### src/rtl/rope_pkg.sv
// Shared rope types and default geometry, also used by the rope drawing and
// collision blocks.
package rope_pkg;

    typedef enum logic [1:0] {
        IDLE   = 2'd0,
        EXTEND = 2'd1,
        STUCK  = 2'd2
    } rope_state_t;

    localparam logic [10:0] ROPE_FLOOR_Y       = 11'd440;
    localparam logic [10:0] ROPE_CEILING_Y     = 11'd16;
    localparam logic [10:0] ROPE_SPEED         = 11'd4;
    localparam logic [10:0] ROPE_X_OFFSET_DEF  = 11'd12;
    localparam logic [7:0]  ROPE_STUCK_FRAMES  = 8'd120;
    localparam logic [1:0]  ROPE_MAX_CHARGES   = 2'd3;

endpackage

### src/rtl/rope_charge_counter.sv
// Saturating 2-bit super-rope charge counter; simultaneous inc and dec cancel.
module rope_charge_counter #(
    parameter logic [1:0] MAX_CHARGES = 2'd3
) (
    input  logic       clk,
    input  logic       resetN,
    input  logic       inc,
    input  logic       dec,
    output logic [1:0] count
);

    logic [1:0] count_q, count_d;

    always_comb begin
        count_d = count_q;
        case ({inc, dec})
            2'b10:   if (count_q != MAX_CHARGES) count_d = count_q + 2'd1;
            2'b01:   if (count_q != 2'd0)        count_d = count_q - 2'd1;
            default: count_d = count_q;
        endcase
    end

    always_ff @(posedge clk or negedge resetN) begin
        if (!resetN) count_q <= 2'd0;
        else         count_q <= count_d;
    end

    assign count = count_q;

endmodule

### src/rtl/rope_controller.sv
// Rope (harpoon) sequencer: launches on a fire edge, climbs once per frame,
// and ends on a ball hit, the ceiling, or expiry of a super-rope hold.
module rope_controller
    import rope_pkg::*;
#(
    parameter logic [10:0] FLOOR_Y       = ROPE_FLOOR_Y,
    parameter logic [10:0] CEILING_Y     = ROPE_CEILING_Y,
    parameter logic [10:0] SPEED         = ROPE_SPEED,
    parameter logic [10:0] ROPE_X_OFFSET = ROPE_X_OFFSET_DEF,
    parameter logic [7:0]  STUCK_FRAMES  = ROPE_STUCK_FRAMES,
    parameter logic [1:0]  MAX_CHARGES   = ROPE_MAX_CHARGES
) (
    input  logic        clk,
    input  logic        resetN,
    input  logic        startOfFrame,
    input  logic        fire,
    input  logic [10:0] playerX,
    input  logic        superBonus,
    input  logic        ropeHit,
    output logic [10:0] ropeTopX,
    output logic [10:0] ropeTopY,
    output logic [10:0] ropeHeight,
    output logic        ropeActive,
    output logic        superRope,
    output logic        ropeDone,
    output logic [1:0]  charges
);

    rope_state_t state_q;
    logic [10:0] topx_q, topy_q;
    logic [7:0]  stuck_q;
    logic        fire_q, super_q, done_q;
    logic        fire_edge, launch, consume;

    assign fire_edge = fire & ~fire_q;
    assign launch    = (state_q == IDLE) && fire_edge;
    assign consume   = launch && (charges != 2'd0);

    rope_charge_counter #(.MAX_CHARGES(MAX_CHARGES)) u_charges (
        .clk   (clk),
        .resetN(resetN),
        .inc   (superBonus),
        .dec   (consume),
        .count (charges)
    );

    always_ff @(posedge clk or negedge resetN) begin
        if (!resetN) begin
            state_q <= IDLE;
            topx_q  <= 11'd0;
            topy_q  <= FLOOR_Y;
            stuck_q <= 8'd0;
            fire_q  <= 1'b0;
            super_q <= 1'b0;
            done_q  <= 1'b0;
        end else begin
            fire_q <= fire;
            done_q <= 1'b0;
            case (state_q)
                IDLE: begin
                    super_q <= 1'b0;
                    if (fire_edge) begin
                        topx_q  <= playerX + ROPE_X_OFFSET;
                        topy_q  <= FLOOR_Y;
                        super_q <= (charges != 2'd0);
                        state_q <= EXTEND;
                    end
                end
                EXTEND: begin
                    // A hit wins over the frame step; the tip freezes where it was.
                    if (ropeHit) begin
                        state_q <= IDLE;
                        done_q  <= 1'b1;
                    end else if (startOfFrame) begin
                        if (topy_q <= CEILING_Y + SPEED) begin
                            topy_q <= CEILING_Y;
                            if (super_q) begin
                                state_q <= STUCK;
                                stuck_q <= 8'd0;
                            end else begin
                                state_q <= IDLE;
                                done_q  <= 1'b1;
                            end
                        end else begin
                            topy_q <= topy_q - SPEED;
                        end
                    end
                end
                STUCK: begin
                    if (ropeHit) begin
                        state_q <= IDLE;
                        done_q  <= 1'b1;
                    end else if (startOfFrame) begin
                        if (stuck_q == STUCK_FRAMES - 8'd1) begin
                            state_q <= IDLE;
                            done_q  <= 1'b1;
                        end else begin
                            stuck_q <= stuck_q + 8'd1;
                        end
                    end
                end
                default: state_q <= IDLE;
            endcase
        end
    end

    assign ropeTopX   = topx_q;
    assign ropeTopY   = topy_q;
    assign ropeHeight = FLOOR_Y - topy_q;
    assign ropeActive = (state_q != IDLE);
    assign superRope  = super_q;
    assign ropeDone   = done_q;

endmodule
### config.mk
export PLATFORM = sky130hd
export DESIGN_NAME = rope_controller
export DESIGN_NICKNAME = d
export VERILOG_FILES = /design/src/rtl/rope_pkg.sv /design/src/rtl/rope_charge_counter.sv /design/src/rtl/rope_controller.sv
export SDC_FILE = /design/constraint.sdc
export NUM_CORES = 1
export LEC_CHECK = 0
export CORE_UTILIZATION = 53
export CTS_CLUSTER_DIAMETER = 50
export CTS_CLUSTER_SIZE = 16
export DETAILED_ROUTE_END_ITERATION = 6
export PLACE_DENSITY = 0.9
export SYNTH_ARGS = -nofsm -noshare
export SYNTH_HDL_FRONTEND = slang
export SYNTH_SLANG_ARGS = --single-unit
### constraint.sdc
create_clock -name clk -period 3.56 [get_ports clk]
set_clock_uncertainty 0.05 [all_clocks]
set_input_delay 0.712 -clock clk [delete_from_list [all_inputs] [get_ports clk]]
set_output_delay 0.712 -clock clk [all_outputs]
set_load 0.02 [all_outputs]
# After elaboration in Yosys (flattened, before gate mapping)
# Index checks and enable logic that the tools add are counted.
# Widths: inputs -> output; s select.
# totals
ff_bits	37
input_bits	17
out_inout_bits	38
word_cells	84
# op_classes
n_addsub	6
n_lt_le_gt_ge	1
eq_ne	20
n_mux	34
bitwise_logic	2
reduce_logical	13
# op_table
cell	n
$mux 8	7
$mux 11	4
$pmux 11 s2	1
$mux 2	10
$ne 2x2->1 const B	10
$pmux 8 s2	1
$ne 3x3->1 const B	4
$add 11x4->11 const B	1
$le 11x5->1 const B	1
$sub 11x3->11 const B	1
$sub 9x11->11 const A	1
$reduce_bool 2->1	5
$add 8x1->8 const B	1
$eq 8x7->1 const B	1
$mux 1	8
$reduce_and 8->1	1
$pmux 2 s3	1
$reduce_and 5->1	1
$eq 2x1->1 const B	2
$eq 2x2->1 const B	2
$pmux 2 s2	1
$reduce_and 4->1	1
$reduce_and 3->1	1
$add 2x1->2 const B	1
8 further kinds	9

# Longest topological paths before layout
# Gate-level depths: netlist of run 1.
# depth
ltp_word	7
depth_mapped	9
ltp_nobuf	7

# Cells and area by module
# From an unflattened synthesis of run 1, not the netlist that was laid out.
# unflattened
hier_cells	242
hier_area_um2	2193.4
# by_module_without_submodules
module	instances	cells_each	area_per_inst_um2	seq_area_each_um2
rope_controller	1	230	2077.0	832.0
rope_charge_counter	1	12	116.4	50.0

# Least setup slack after synthesis of run 1
# Ideal clock, no wire load.
# synth_timing
path_type	flip-flop to output port
startpoint	reg topy_q[4] (netlist: ropeTopY[4])
endpoint	out ropeHeight[10]
arrival_time_ns	1.669
required_ns	2.798
setup_slack_ns	1.129
path_stages_with_launch	6
n_path_buf	1
cell_sequence	dfstp_2 -> clkbuf_1 -> nand4b_1 -> a21oi_1 -> nor2_1 -> xnor2_1
# synth_via
elab_chain_cells	1
# synth_lines
item	line_no	rtl
start: declaration	rope_controller.sv:30	logic [10:0] topx_q, topy_q;
start signal: assignment	rope_controller.sv:85	topy_q <= topy_q - SPEED;
$sub 9x11->11	rope_controller.sv:109	assign ropeHeight = FLOOR_Y - topy_q;
end: declaration	rope_controller.sv:22	output logic [10:0] ropeHeight,
# Every way passes these cells.

# Worst setup path after layout of run 1
# layout_timing
startpoint	reg topy_q[2] (netlist: ropeTopY[2])
endpoint	out ropeHeight[10]
# The elaborated chain is that of the path after synthesis.

==> flow_summary.yaml, run 1 <==
place:
  post_dp_cell_area_mm2: 0.002655
  hpwl_um: 3254
  place_congestion: 0.8126
  io_buffers: 50
routing:
  wl_per_cell_um: 13.90
  first_iter_violations: 184
  via_per_inst: 5.686
  drc: 0
  ant_nets: 0
  vias: 1922
  wirelength_um: 4698
  first_pass_iters: 4
die:
  dieArea_mm2: 0.004326
  core-area_mm2: 0.003771
  die_w_um: 65.78
  start_util_pct: 57.17
  top_level_ports: 55
  dieHeight_um: 65.78
  rows: 22
worst_setup_path:
  critPathKind: "flop to output pin"
  r2r_start: "ropeTopY[6]$_DFFE_PN0P_"
  worstPathArrival_ns: 2.32
  crit_start: "ropeTopY[2]$_DFFE_PN0P_"
  startpoint_type: "flop"
  critPathCaptureType: "output pin"
  crit_fanout: 10
  crit_required_ns: 2.80
sta:
  worst_slew_pin_slew_ns: 0.6512
  finalHoldViolations: 0
  setup_viol: 0
  fmax_ghz: 0.3241
  timing.final.crit_share_pct: 86.66
  rsz0062_at_grt: "no"
  tns_ns: 0
  slew_headroom_pct: 56.48
  fin_crit_ns: 3.085
  maxSlewViolCount: 0
cells_and_area:
  fillers: 272
  area.growth.synth_to_final_pct: 28.38
  num_antenna_cells: 0
  design_area_mm2: 0.002768
  drive_gt1_share_pct: 8.276
  finalCoreUtilization_pct: 73.39
  final_net_count: 315
logic_synthesis:
  yosys.cell_count.top_type: "o21ai_0"
  yosys.area.top_type: "dfrtp_1"
  synth_edf_count: 0
  async_flop_share_pct: 100.0
  synth_fa_ha_area_share_pct: 5.223
  synth_simple_gate_area_share_pct: 18.28
  synthTopCellsByArea: "dfrtp_1 (35%), o21ai_0 (7.2%), dfstp_2 (6.1%), ha_1 (5.2%), nand2_1 (5.0%)"
  netlist_instances: 242
  synth_top_area_share_pct: 34.82
  ys_seq_area_share_pct: 40.92
  synth_top_family_by_area: "compound AO/OA/AOI/OAI gates"
  muxShareOfSynthArea_pct: 1.045
  yosys_warnings: 0
  synth_commonest_cells: "o21ai_0 (31), dfrtp_1 (30), nand2_1 (29)"
  synth_xor_area_share_pct: 5.688
  avgSynthCellArea_um2: 8.908
  yosys_most_used_dff: "dfrtp_1"
  synth_area_mm2: 0.002156
  yosysUniqueCellTypes: 47
  synth-seq-cells: 35
  synth_compound_area_share_pct: 22.00
clock_network:
  postCtsHoldBufs: 0
  clk_path_buf_depth: 2
  cts_tree: "yes"
  insertion_delay_ns: 0.29
  cts_made_buffers: 5
  clock-root-buffer: "clkbuf_8"
  htreeDepth: 2
  cts_setup_buffers: 0
  cts.sinks: 35
  clk_pin_slew_ns: 0.07
  cts-resized-gates: 0
global_route:
  grt_overflow: 0
  antenna_found_initial: 0
  grt_pass1_wl_um: 7969
  grt_max_degree: 36
  grt_pass1_vias: 1765
  track_usage_pct: 23.98
power_and_ir_drop:
  p_total_uw: 1923
  power_density_mw_per_mm2: 694.7
  leakagePower_uw: 0.001187
  vdd_drop_max_mv: 0.4496
hold_path:
  worstHoldPathType: "flop to flop"
  hp-start: "ropeTopX[9]$_DFFE_PN0P_"
flow_run:
  cap_violations: 0
run_status:
  outcome: "finished clean"
worst max-delay path: stages (launching register included):
cell and delay, ns:
dfrtp_1 0.52, inv_1 0.11, ha_1 0.18, nand4b_1 0.22, a21oi_1 0.19, nor2_1 0.07, xnor2_1 0.13, clkdlybuf4s50_1 0.62
path summary, 6_finish.rpt:
kind / end / slack [ns] / cells past startpoint
setup / recovery: ropeHeight[10] / 0.47 / 7
setup reg to reg: stuck_q[6]$_DFFE_PN0P_ / 0.88 / 5
max in group asynchronous: ropeTopY[7]$_DFFE_PN1P_ / 2.33 / 2
hold / removal: ropeTopX[9]$_DFFE_PN0P_ / 0.43 / 2
hold reg to reg: ropeTopX[9]$_DFFE_PN0P_ / 0.43 / 2
min in group asynchronous: ropeTopX[7]$_DFFE_PN0P_ / 0.79 / 2
through the flow:
step                      instances  hold WS, ns  setup slack (ns)
after floorplan                 245       0.3664             1.129
after global placement          330       0.4113            0.8922
after detailed placement        330       0.4254            0.7772
after CTS                       338       0.4415            0.4569
after global routing            338       0.4626            0.3137
final                           338       0.4343            0.4750
final cells by class:
type / instances / area, um2 / share of cell area [%]
sequential: 35 / 882.1 / 31.87
clock inverter: 3 / 43.79 / 1.582
timing repair buffer: 51 / 508.0 / 18.35
multi-input combinational: 179 / 1141 / 41.23
clock buffer: 5 / 68.82 / 2.486
tap: 48 / 60.06 / 2.170
inverter: 17 / 63.81 / 2.306
power breakdown:
group	total (uW)	switching [uW]	internal [uW]	leakage (uW)
Combinational	959	524	435	0.000692
Sequential	604	99.1	504	0.000437
Clock	360	152	208	0.0000581
state kept, by name, indices dropped and copies added, names as in the netlist:
name             cells
fire_q               1
superRope            1
ropeTopY             9
ropeTopX            11
state_q              2
u_charges.count      2
ropeDone             1
stuck_q              8
placed cells by master, fill, tap and decap left out, drive strengths merged, types with 5 or more instances in the layout:
master / n
a21oi: 6
clkbuf: 5
clkdlybuf4s50: 50
dfrtp: 30
dfstp: 5
ha: 9
inv: 17
nand2: 29
nand2b: 5
nand3: 10
nor2: 14
o21ai: 31
or2: 5
xor2: 10
layer usage:
metal	routed length, um	track usage (%)
met1	1990	29.84
met2	2283	37.50
met5	0	0
met3	370	8.793
met4	53	9.511
logic make-up after synthesis:
logic type	Yosys count
and+or+nand+nor	81
xor gates and xnor gates	14
buffers and inverters	31
DFF	35
muxes	2
adders and majority gates	9
AOI/OAI and AO/OA	69
other	1
(Power assumes the default switching activity.)
==> inputs of run 2 (changes only) <==
--- a/config.mk
+++ b/config.mk
@@ -10,6 +10,7 @@
 export CTS_CLUSTER_SIZE = 16
 export DETAILED_ROUTE_END_ITERATION = 6
 export PLACE_DENSITY = 0.9
+export SLEW_MARGIN = 30
 export SYNTH_ARGS = -nofsm -noshare
 export SYNTH_HDL_FRONTEND = slang
 export SYNTH_SLANG_ARGS = --single-unit
==> results of run 2 <==
Final layout, timing and power as in run 1 (identical DEF).
==> inputs of run 3 (changes only) <==
--- a/config.mk
+++ b/config.mk
@@ -5,12 +5,13 @@
 export SDC_FILE = /design/constraint.sdc
 export NUM_CORES = 1
 export LEC_CHECK = 0
+export CAP_MARGIN = 20
 export CORE_UTILIZATION = 53
 export CTS_CLUSTER_DIAMETER = 50
 export CTS_CLUSTER_SIZE = 16
 export DETAILED_ROUTE_END_ITERATION = 6
 export PLACE_DENSITY = 0.9
-export SLEW_MARGIN = 30
+export SLEW_MARGIN = 20
 export SYNTH_ARGS = -nofsm -noshare
 export SYNTH_HDL_FRONTEND = slang
 export SYNTH_SLANG_ARGS = --single-unit
==> results of run 3 <==
Final layout, timing and power as in run 1 (identical DEF).
